## src/rtl/aes_osched_pkg.sv

```systemverilog
// Shared types and constants for the AES output scheduler.
// Optional feature macro OSCHED_PARITY_EN is consumed by aes_output_scheduler.
package aes_osched_pkg;

  typedef enum logic [1:0] {
    StIdle = 2'd0,
    StSend = 2'd1,
    StDone = 2'd2,
    StGap  = 2'd3
  } osched_state_e;

  localparam logic Lane0 = 1'b0;
  localparam logic Lane1 = 1'b1;

  localparam int unsigned BlockW = 128;

endpackage

```

## src/rtl/osched_hold_reg.sv

```systemverilog
// Per-lane capture register: latches one block on a valid/ready accept and
// holds it until the scheduler clears it on the grant edge.
module osched_hold_reg #(
  parameter int unsigned Width = 128
) (
  input  logic             clk_i,
  input  logic             rst_i,
  input  logic             valid_i,
  input  logic [Width-1:0] block_i,
  input  logic             clear_i,
  output logic             ready_o,
  output logic             full_o,
  output logic [Width-1:0] data_o
);

  logic             full_d, full_q;
  logic [Width-1:0] data_d, data_q;

  always_comb begin
    full_d = full_q;
    data_d = data_q;
    if (clear_i) begin
      full_d = 1'b0;
    end
    // Accept and clear are exclusive: accept needs empty, clear needs full.
    if (valid_i && !full_q) begin
      full_d = 1'b1;
      data_d = block_i;
    end
  end

  always_ff @(posedge clk_i or posedge rst_i) begin
    if (rst_i) begin
      full_q <= 1'b0;
      data_q <= '0;
    end else begin
      full_q <= full_d;
      data_q <= data_d;
    end
  end

  assign ready_o = ~full_q;
  assign full_o  = full_q;
  assign data_o  = data_q;

endmodule

```

## src/rtl/aes_output_scheduler.sv

```systemverilog
// Round-robin arbiter and MSB-first byte serialiser for two AES lanes.
// Define OSCHED_PARITY_EN to add the odd-parity output data_par.
module aes_output_scheduler
  import aes_osched_pkg::*;
#(
  parameter int unsigned BYTES      = BlockW / 8,
  parameter int unsigned GAP_CYCLES = 1
) (
  input  logic               clk,
  input  logic               rst_,
  input  logic [1:0]         req_valid,
  input  logic [8*BYTES-1:0] req_block_0,
  input  logic [8*BYTES-1:0] req_block_1,
  output logic [1:0]         req_ready,
  output logic [7:0]         data_out,
  output logic               data_ok,
  input  logic               out_ready,
  output logic               out_lane,
  output logic               block_done
`ifdef OSCHED_PARITY_EN
  ,
  output logic               data_par
`endif
);

  localparam int unsigned BW   = 8 * BYTES;
  localparam int unsigned CntW = (BYTES > 1) ? $clog2(BYTES) : 1;
  localparam logic [CntW-1:0] CntLast = CntW'(BYTES - 1);
  localparam logic [2:0]      GapLast = 3'(GAP_CYCLES - 1);

  osched_state_e   state_d, state_q;
  logic [BW-1:0]   shift_d, shift_q;
  logic [CntW-1:0] cnt_d, cnt_q;
  logic [2:0]      gap_d, gap_q;
  logic            out_lane_d, out_lane_q;
  logic            rr_last_d, rr_last_q;

  logic [1:0]    hold_full, hold_clear;
  logic [BW-1:0] hold_data_0, hold_data_1;
  logic          grant_lane;

  osched_hold_reg #(.Width(BW)) u_hold_0 (
    .clk_i   (clk),
    .rst_i   (rst_),
    .valid_i (req_valid[0]),
    .block_i (req_block_0),
    .clear_i (hold_clear[0]),
    .ready_o (req_ready[0]),
    .full_o  (hold_full[0]),
    .data_o  (hold_data_0)
  );

  osched_hold_reg #(.Width(BW)) u_hold_1 (
    .clk_i   (clk),
    .rst_i   (rst_),
    .valid_i (req_valid[1]),
    .block_i (req_block_1),
    .clear_i (hold_clear[1]),
    .ready_o (req_ready[1]),
    .full_o  (hold_full[1]),
    .data_o  (hold_data_1)
  );

  // Both full: the lane not served last wins; otherwise whichever is full.
  always_comb begin
    if (&hold_full) begin
      grant_lane = ~rr_last_q;
    end else begin
      grant_lane = hold_full[1] ? Lane1 : Lane0;
    end
  end

  always_comb begin
    state_d    = state_q;
    shift_d    = shift_q;
    cnt_d      = cnt_q;
    gap_d      = gap_q;
    out_lane_d = out_lane_q;
    rr_last_d  = rr_last_q;
    hold_clear = 2'b00;
    unique case (state_q)
      StIdle: begin
        if (|hold_full) begin
          shift_d                = (grant_lane == Lane1) ? hold_data_1 : hold_data_0;
          hold_clear[grant_lane] = 1'b1;
          cnt_d                  = '0;
          out_lane_d             = grant_lane;
          rr_last_d              = grant_lane;
          state_d                = StSend;
        end
      end
      StSend: begin
        if (out_ready) begin
          shift_d = {shift_q[BW-9:0], 8'h00};
          cnt_d   = cnt_q + 1'b1;
          if (cnt_q == CntLast) begin
            state_d = StDone;
          end
        end
      end
      StDone: begin
        gap_d   = '0;
        state_d = (GAP_CYCLES > 0) ? StGap : StIdle;
      end
      StGap: begin
        gap_d = gap_q + 1'b1;
        if (gap_q == GapLast) begin
          state_d = StIdle;
        end
      end
      default: state_d = StIdle;
    endcase
  end

  always_ff @(posedge clk or posedge rst_) begin
    if (rst_) begin
      state_q    <= StIdle;
      shift_q    <= '0;
      cnt_q      <= '0;
      gap_q      <= '0;
      out_lane_q <= 1'b0;
      rr_last_q  <= 1'b1;
    end else begin
      state_q    <= state_d;
      shift_q    <= shift_d;
      cnt_q      <= cnt_d;
      gap_q      <= gap_d;
      out_lane_q <= out_lane_d;
      rr_last_q  <= rr_last_d;
    end
  end

  assign data_ok    = (state_q == StSend);
  assign data_out   = data_ok ? shift_q[BW-1 -: 8] : 8'h00;
  assign block_done = (state_q == StDone);
  assign out_lane   = out_lane_q;

`ifdef OSCHED_PARITY_EN
  assign data_par = data_ok ? ~^data_out : 1'b0;
`endif

endmodule

```

## config.mk

```make
export PLATFORM = sky130hd
export DESIGN_NAME = aes_output_scheduler
export DESIGN_NICKNAME = d
export VERILOG_FILES = /design/src/rtl/aes_osched_pkg.sv /design/src/rtl/osched_hold_reg.sv /design/src/rtl/aes_output_scheduler.sv
export SDC_FILE = /design/constraint.sdc
export NUM_CORES = 1
export LEC_CHECK = 0
export BUFFER_PORTS_ARGS = -buffer_cell sky130_fd_sc_hd__buf_2
export CAP_MARGIN = 20
export CORE_ASPECT_RATIO = 1.75
export CORE_MARGIN = 1.5
export CORE_UTILIZATION = 57
export DETAILED_ROUTE_END_ITERATION = 8
export PLACE_DENSITY = 0.8
export REMOVE_ABC_BUFFERS = 1
export SLEW_MARGIN = 20
export SYNTH_ARGS = -nofsm -noshare
export SYNTH_HDL_FRONTEND = slang
export SYNTH_SLANG_ARGS = --single-unit
```

## constraint.sdc

```tcl
create_clock -name clk -period 15.5 [get_ports clk]
set_clock_uncertainty 0.15 [all_clocks]
set_input_delay 1.55 -clock clk [delete_from_list [all_inputs] [get_ports clk]]
set_output_delay 1.55 -clock clk [all_outputs]
set_load 0.01 [all_outputs]
```

==> results.yml, run 1 <==
clocking:
  clkLatencyLatePin_ns: 0.54
  postCtsSetupBuffers: 0
  ctsHoldBuffers: 0
  cts_root_buf: "clkbuf_16"
  clk_pin_slew_ns: 0.06
  clockBufferDepth: 3
  cts_sinks: 397
  cts-htree-levels: 2
  cts_tree: "built"
  cts-resized-gates: 0
  cts_inserted_buffers: 37
logic_synthesis:
  synthXorXnorAreaFrac_pct: 0.0483
  synth-seq-cells: 397
  ys_types: 38
  yosysMostFrequentCell: "dfrtp_1"
  synth_mux_area_share_pct: 23.2
  synth_common_cells: "396 x dfrtp_1, 258 x mux2_2, 130 x mux2i_1"
  ys_warn_count: 0
  synth-edff-count: 0
  synth_top_area_cell: "dfrtp_1"
  synth_fa_ha_area_share_pct: 0.552
  synth_top_cell_area_share_pct: 54.6
  synth_top_family_by_area: "multiplexers"
  syn_avg_cell_area_um2: 13.4
  synth_area_um2: 18100
  synth_compound_area_share_pct: 12.3
  ys_seq_area_share_pct: 54.8
  synthFlopType: "dfrtp_1"
  synthArstFlopShare_pct: 100
  synthSimpleGateAreaFrac_pct: 5.22
  synth_area_leaders: "dfrtp_1 55%, mux2_2 16%, mux2i_1 7.2%"
  synth_cells: 1352
critical_path:
  arrival_ns: 2.97
  crit_fanout: 84
  end_kind: "output port"
  start_kind: "flop"
  crit_type: "reg -> out"
  reg2reg_slack_ns: 11.21
  cp.required_ns: 13.80
floorplan:
  row_count: 86
  die_h_um: 239
  die_w_um: 138
  fp.coreArea_um2: 31400
  die-area_um2: 33000
  start_util_pct: 57.7
  num_io_pins: 274
sta:
  min_period_ns: 4.67
  setup_tns_ns: 0
  drv_slew: 0
  fmax_mhz: 214
  hold_viol: 0
  worstMarginPinSlew_ns: 1.05
  slew_headroom_pct: 30.3
  setup_viol: 0
  rsz0062_at_grt: "no"
  fin_crit_sh_pct: 30.1
final_layout:
  multi_input_area_um2: 7530
  num-fill-cells: 2325
  seqCellArea_um2: 9940
  drive_gt1_share_pct: 45.3
  area_growth_pct: 14.1
  nets: 1817
detailed_routing:
  wl_per_cell_um: 20.8
  vias: 12100
  vias_per_cell: 6.13
  ant_nets: 0
  post-route-drc-count: 0
  wl_um: 41000
  drt-pass1-iter-count: 5
  drtIter0Drc: 1021
power_and_ir_drop:
  ir_drop_mv: 0.182
  power_density_nw_per_um2: 220
  total_power_mw: 4.55
  p_leak_nw: 9.34
grt:
  grt_pass1_wl_um: 65800
  grt_max_degree: 130
  grt_pass1_vias: 12500
  track_usage_pct: 25.4
  antenna_found_initial: 5
  grt.overflow.total: 0
hold_path:
  hold_path_class: "reg -> reg"
status:
  status: "finished, final reports clean"
placement:
  dp_hpwl_um: 25200
  numPortBuffers: 273
  gp_congestion: 0.739
job:
  maxCapViolCount: 0
[power by group]
| part | internal (mW) | leakage, nW | total [mW] | switching (mW) |
|---|---|---|---|---|
| sequential | 1.57 | 4.78 | 1.84 | 0.269 |
| clock | 0.514 | 0.579 | 0.898 | 0.384 |
| combinational | 0.847 | 3.98 | 1.82 | 0.973 |
| total | 2.93 | 9.34 | 4.55 | 1.63 |
[critical path, cell delays in order, from the launching register on]
cell,delay [ns]
dfrtp_1,0.41
inv_1,0.15
ha_4,0.58
buf_4,0.81
and2_1,0.26
buf_2,0.14
[final cells by class]
cell class,count,share of cell area [%]
tap,396,2.39
inverter,7,0.163
multi-input combinational,816,36.4
sequential,397,48.0
clock buffer,56,5.41
antenna,4,0.0483
timing repair buffer,289,7.35
clock inverter,6,0.296
[flip-flops by register name (all words and copies together), names as in the netlist]
| signal | cells |
|---|---|
| gap_q | 3 |
| state_q | 2 |
| shift_q | 128 |
| cnt_q | 4 |
| out_lane | 1 |
| u_hold_1.data_o | 128 |
| u_hold_0.data_o | 128 |
| u_hold_0.full_o | 1 |
| u_hold_1.full_o | 1 |
| rr_last_q | 1 |
[path summary, 6_finish.rpt]
check | start | endpoint | cells past startpoint
worst max-delay path | state_q[1] | data_out[4] | 5
worst min-delay path | shift_q[2] | shift_q[2] | 1
worst max register to register | state_q[0] | shift_q[117] | 7
worst min register to register | shift_q[2] | shift_q[2] | 1
max in group asynchronous | rst_ | u_hold_0.data_o[56] | 4
min in group asynchronous | rst_ | u_hold_1.data_o[121] | 2
[logic make-up (layout without fill, tap and decap cells)]
kind of cell,count (synthesis),after routing
flip-flops,397,397
multiplexers,388,388
AO/OA/AOI/OAI,269,269
AND/OR/NAND/NOR,150,150
buffers and inverters,139,358
adder cells (fa/ha/maj),8,8
XOR/XNOR,1,1
other,0,4
[routing by layer]
layer / vias to the layer above / global-route usage [%] / routed length (µm) / part of all wire, %
met5: - / 0 / 20 / 0.049
met4: 4 / 9.34 / 1270 / 3.1
met3: 77 / 3.84 / 1930 / 4.7
met2: 332 / 43.0 / 21300 / 52
met1: 6221 / 32.8 / 16500 / 40
li1: 5448 / - / - / -
[metrics by stage]
step | setup slack (ns) | instances | utilization, % | hold WS [ns] | instance area [µm²]
floorplan | 2.76 | 1220 | - | 0.306 | 17400
global placement | 11.07 | 1904 | 62.0 | 0.321 | 19500
detailed placement | 10.94 | 1904 | 62.0 | 0.325 | 19500
CTS | 10.84 | 1966 | 65.8 | 0.343 | 20700
global route | 10.71 | 1970 | 65.9 | 0.364 | 20700
finish | 10.83 | 1971 | 65.9 | 0.337 | 20700
[cell usage in the layout, fill, tap and decap left out, types with 2 or more instances in the layout]
| cell | instances |
|---|---|
| diode_2 | 4 |
| nand2_1 | 3 |
| dfrtp_1 | 396 |
| o21ai_0 | 124 |
| mux2i_1 | 129 |
| nor2b_1 | 2 |
| buf_6 | 2 |
| o2bb2ai_1 | 8 |
| buf_12 | 2 |
| buf_4 | 13 |
| inv_1 | 6 |
| nor2b_4 | 2 |
| clkinv_2 | 3 |
| mux2_2 | 258 |
| clkbuf_1 | 9 |
| a21oi_1 | 3 |
| o211ai_1 | 21 |
| nor2_1 | 3 |
| nand2b_1 | 4 |
| nand4_1 | 122 |
| a31oi_1 | 2 |
| and2_1 | 8 |
| clkbuf_8 | 8 |
| buf_2 | 272 |
| clkbuf_16 | 39 |
| ha_1 | 7 |
| a22o_1 | 4 |
| o211ai_2 | 100 |
Note: power is estimated with default switching activity, not from simulation.
==> run 2: changes to the inputs <==
Clock period 15.5 ns to 4.5 ns, I/O delays scaled along.
==> results.yml, run 2 (same netlist as run 1, synthesis figures left out) <==
floorplan:
  fp.coreArea_um2: 31400
  die_w_um: 138
  row_count: 86
  die-area_um2: 33000
  die_h_um: 239
  start_util_pct: 57.7
  num_io_pins: 274
critical_path:
  crit_end: "shift_q[85]"
  cp.required_ns: 4.81
  r2r_end: "shift_q[85]"
  crit_fanout: 84
  start_kind: "flop"
  cp_slowest_cell: "or3b_4"
  crit_type: "reg -> reg"
  crit_path_start: "state_q[0]"
  r2r_cells: 6
  r2r-start: "state_q[0]"
  max_stage_delay_ns: 0.96
  arrival_ns: 3.33
  reg2reg_slack_ns: 1.48
  end_kind: "flop"
  cp_cell_sequence: "inv_1 -> ha_1 -> or3b_4 -> buf_4 -> nand4_1 -> o211ai_2"
detailed_routing:
  wl_um: 45800
  ant_nets: 0
  vias_per_cell: 6.09
  post-route-drc-count: 0
  drtIter0Drc: 1021
  vias: 13000
  wl_per_cell_um: 21.5
  drt-pass1-iter-count: 6
final_layout:
  finalCoreUtilization_pct: 71.3
  drive_gt1_share_pct: 40.9
  final_cell_mix: "396 x dfrtp_1, 272 x buf_2, 258 x mux2_2, 169 x dlygate4sd3_1, 129 x mux2i_1"
  final_area_um2: 22400
  final_common_cell: "dfrtp_1"
  nets: 1990
  area_growth_pct: 23.4
sta:
  drv_slew: 0
  worstMarginPinSlew_ns: 1.08
  min_period_ns: 3.02
  setup_tns_ns: 0
  fmax_mhz: 331
  setup_viol: 0
  rsz0062_at_grt: "no"
  fin_crit_sh_pct: 67.1
  hold_viol: 0
  slew_headroom_pct: 27.8
grt:
  grt_pass1_wl_um: 72000
  grt_max_degree: 148
  track_usage_pct: 28.0
  grt.overflow.total: 0
  antenna_found_initial: 2
  grt_pass1_vias: 13800
clocking:
  postCtsSetupBuffers: 0
  ctsHoldBuffers: 164
  clockBufferDepth: 3
  cts-htree-levels: 2
  cts_root_buf: "clkbuf_16"
  cts_sinks: 397
  clk_pin_slew_ns: 0.07
  clkLatencyLatePin_ns: 0.53
  cts-resized-gates: 0
  cts_tree: "built"
  cts_inserted_buffers: 36
power_and_ir_drop:
  p_leak_nw: 10.0
  ir_drop_mv: 0.607
  power_density_nw_per_um2: 707
placement:
  post_dp_cell_area_um2: 19600
  dp_hpwl_um: 26100
  numPortBuffers: 273
  gp_congestion: 0.757
hold_path:
  hold_path_class: "in -> reg"
job:
  maxCapViolCount: 0
status:
  status: "finished, final reports clean"
[run 2: cell count changes in the layout (fill, tap and decap cells not counted), sizes merged]
cell | before | now
inv | 8 | 6
dlygate4sd3 | 0 | 169
diode | 4 | 1
clkinvlp | 1 | 0
bufinv | 1 | 0
clkinv | 3 | 4
buf | 289 | 294
clkbuf | 56 | 53
[run 2: final cells by class]
cell class              instances  area, µm²
diodes                          1       2.50
clock buffers                  53       1070
clock inverters                 3       18.8
fillers                      2078       9030
inverters                       7       38.8
multi-input cells             816       7530
flip-flops and latches        397       9940
well taps                     396        495
repair buffers                463       3300
[run 2: worst min-delay path by stage]
stage | start | endpoint | slack (ns) | cells after the start
6_report | req_block_1[83] | u_hold_1.data_o[83] | 0.005 | 2
5_1_grt | req_block_1[111] | u_hold_1.data_o[111] | 0.0007 | 2
4_1_cts | req_block_0[66] | u_hold_0.data_o[66] | 0.0002 | 2
3_5_place_dp | shift_q[5] | shift_q[5] | 0.32 | 1
3_3_place_gp | shift_q[1] | shift_q[1] | 0.32 | 1
2_1_floorplan | shift_q[0] | shift_q[0] | 0.31 | 1
[run 2: power by group]
group	leakage [nW]	internal [mW]	switching [mW]
Clock	0.535	1.63	1.31
Sequential	4.78	5.40	1.00
Combinational	4.73	3.04	3.45
[run 2: critical path, delay by kind of cell (launching register included)]
kind	cells	cell delay, ns
simple gates	2	1.15
fa+ha+maj	1	0.35
buf+inv	2	0.64
flops	1	0.42
compound gates	1	0.14
[run 2: stage by stage]
step                      total power [mW]  cells  hold WS [ns]  setup WS [ns]
after floorplan                       11.2   1220         0.306          -7.14
after global placement                12.4   1910         0.321           1.66
after detailed placement              12.7   1910         0.323           1.56
after CTS                             15.8   2130      0.000164           1.55
after global routing                  16.7   2136      0.000746           1.31
final                                 15.8   2136       0.00458           1.48
[run 2: per-layer routing]
layer  track usage [%]  up-vias  routed length [µm]
met5                 0        -                   7
met1              33.8     6660               17400
met2              49.5      428               24700
met3              3.82      112                1870
met4              11.8        2                1840
li1                  -     5799                   -
==> run 3: changes to the inputs <==
Settings changed: ABC_AREA set to 1, CORE_UTILIZATION 57 to 52, PLACE_DENSITY 0.8 to 0.77.
Clock period 4.5 ns to 2.7 ns, I/O delays scaled along.
==> results.yml, run 3 <==
status:
  status: "finished, final reports clean"
logic_synthesis:
  synth_top_cell_area_share_pct: 54.7
  ys_warn_count: 0
  syn_avg_cell_area_um2: 9.57
  synth_top_family_by_area: "simple AND/OR/NAND/NOR gates"
  synth_area_um2: 18100
  yosysMostFrequentCell: "nand2_1"
  synth_cells: 1893
  synthArstFlopShare_pct: 100
  synthFlopType: "dfrtp_1"
  synth_common_cells: "539 x nand2_1, 396 x dfrtp_1, 253 x nor2_1"
  ys_types: 22
  synth_mux_area_share_pct: 15.4
  synth-edff-count: 0
  synth-seq-cells: 397
  synth_fa_ha_area_share_pct: 0.552
  synth_top_area_cell: "dfrtp_1"
  synthSimpleGateAreaFrac_pct: 23.7
  synth_compound_area_share_pct: 0.766
  synth_area_leaders: "dfrtp_1 55%, mux2_2 15%, nand2_1 11%"
  ys_seq_area_share_pct: 54.8
  synthXorXnorAreaFrac_pct: 0
grt:
  grt.overflow.total: 0
  grt_max_degree: 121
  grt_pass1_vias: 16800
  track_usage_pct: 31.6
  antenna_found_initial: 5
  grt_pass1_wl_um: 87800
clocking:
  clk_pin_slew_ns: 0.07
  clkLatencyLatePin_ns: 0.55
  cts_tree: "built"
  cts_root_buf: "clkbuf_16"
  cts-resized-gates: 0
  postCtsSetupBuffers: 0
  cts_sinks: 397
  cts_inserted_buffers: 38
  clockBufferDepth: 3
  cts-htree-levels: 2
sta:
  min_period_ns: 2.40
  slew_headroom_pct: 35.7
  setup_tns_ns: 0
  hold_viol: 0
  setup_viol: 0
  fin_crit_sh_pct: 89.0
  drv_slew: 0
  rsz0062_at_grt: "no"
  worstMarginPinSlew_ns: 0.965
  fmax_mhz: 416
critical_path:
  arrival_ns: 1.98
  r2r-start: "state_q[1]"
  r2r_end: "shift_q[88]"
  crit_end: "data_out[4]"
  crit_fanout: 15
  cp.required_ns: 2.28
  crit_path_start: "state_q[1]"
  start_kind: "flop"
  reg2reg_slack_ns: 0.43
  end_kind: "output port"
  r2r_cells: 9
  crit_type: "reg -> out"
final_layout:
  drive_gt1_share_pct: 26.1
  final_area_um2: 23600
  multi_input_area_um2: 7370
  area_growth_pct: 30.2
  final_common_cell: "nand2_1"
  final_cell_mix: "537 x nand2_1, 395 x dfrtp_1, 273 x buf_2, 259 x dlygate4sd3_1, 253 x nor2_1"
  nets: 2638
  num-fill-cells: 2417
  seqCellArea_um2: 9940
detailed_routing:
  post-route-drc-count: 0
  wl_per_cell_um: 19.7
  wl_um: 56300
  drtIter0Drc: 1243
  vias: 16000
  drt-pass1-iter-count: 5
  vias_per_cell: 5.58
  ant_nets: 0
floorplan:
  start_util_pct: 52.6
  fp.coreArea_um2: 34500
  row_count: 90
  die-area_um2: 36000
  die_w_um: 144
  num_io_pins: 274
  die_h_um: 250
placement:
  numPortBuffers: 273
  dp_hpwl_um: 28600
  gp_congestion: 0.807
  post_dp_cell_area_um2: 19800
job:
  maxCapViolCount: 0
power_and_ir_drop:
  ir_drop_mv: 0.926
  p_leak_nw: 11.8
  total_power_mw: 29.3
  power_density_nw_per_um2: 1240
hold_path:
  hold_path_class: "in -> async"
==> run 3: cell count changes in the layout (fill, tap and decap cells not counted), sizes merged, moves of 107 or more <==
cell    delta
mux2i    -130
nand2    +539
nand3    +252
nand4    -121
nor2     +250
o211ai   -121
o21ai    -107
==> run 3: critical path, cell delays in order (launching register included) <==
cell and delay, ns:
dfrtp_1 0.41, inv_1 0.12, ha_1 0.31, buf_4 0.31, nand2_1 0.10, inv_1 0.06
buf_2 0.12
==> run 3: report_power, final <==
| part | switching (mW) | internal [mW] | total (mW) |
|---|---|---|---|
| combinational | 7.86 | 5.15 | 13.0 |
| clock | 2.42 | 3.04 | 5.46 |
| sequential | 1.78 | 9.05 | 10.8 |
==> run 3: stage by stage <==
stage	hold slack [ns]	utilization (%)	instances	setup slack [ns]
floorplan	0.245	-	1767	-8.76
finish	0.169	68.5	2860	0.296
detailed placement	0.185	57.3	2530	0.519
global route	0.182	68.5	2860	0.226
CTS	0.175	68.4	2855	0.306
global placement	0.191	57.3	2530	0.588
==> run 3: layout make-up <==
type,instances,area share [%]
inverters,33,0.589
well taps,460,2.44
diodes,5,0.0530
repair buffers,562,18.3
clock buffers,51,4.45
multi-input cells,1337,31.3
clock inverters,15,0.753
flip-flops and latches,397,42.1
==> run 3: cells by family (layout without fill, tap and decap cells) <==
group,count (synthesis),in the layout
other cells,0,5
flops,397,397
fa+ha+maj,8,8
compound gates,27,27
mux,248,248
simple gates,1054,1054
buf+inv,159,661
==> run 3: repair_timing <==
action                                  in CTS  in global routing
hold buffers                               259                  0
hold endpoints to repair                   309                  0
endpoints found under the setup margin       0                  0
==> run 3: how the worst min path moves through the flow <==
stage,startpoint,end,cells after the start,slack (ns)
6_report,rst_,u_hold_1.data_o[80],3,0.17
5_1_grt,rst_,u_hold_1.data_o[80],3,0.18
4_1_cts,rst_,u_hold_0.data_o[80],3,0.17
3_5_place_dp,rst_,u_hold_0.data_o[80],2,0.18
3_3_place_gp,rst_,u_hold_0.data_o[80],2,0.19
2_1_floorplan,req_valid[1],u_hold_1.full_o,2,0.25
==> run 3: routing by layer <==
layer / global-route usage (%) / up-vias / part of all wire (%)
met5: 0 / - / 0
met4: 22.6 / 0 / 7.9
met3: 5.68 / 286 / 5.9
met2: 54.1 / 793 / 51
met1: 34.8 / 7798 / 35
li1: - / 7090 / -
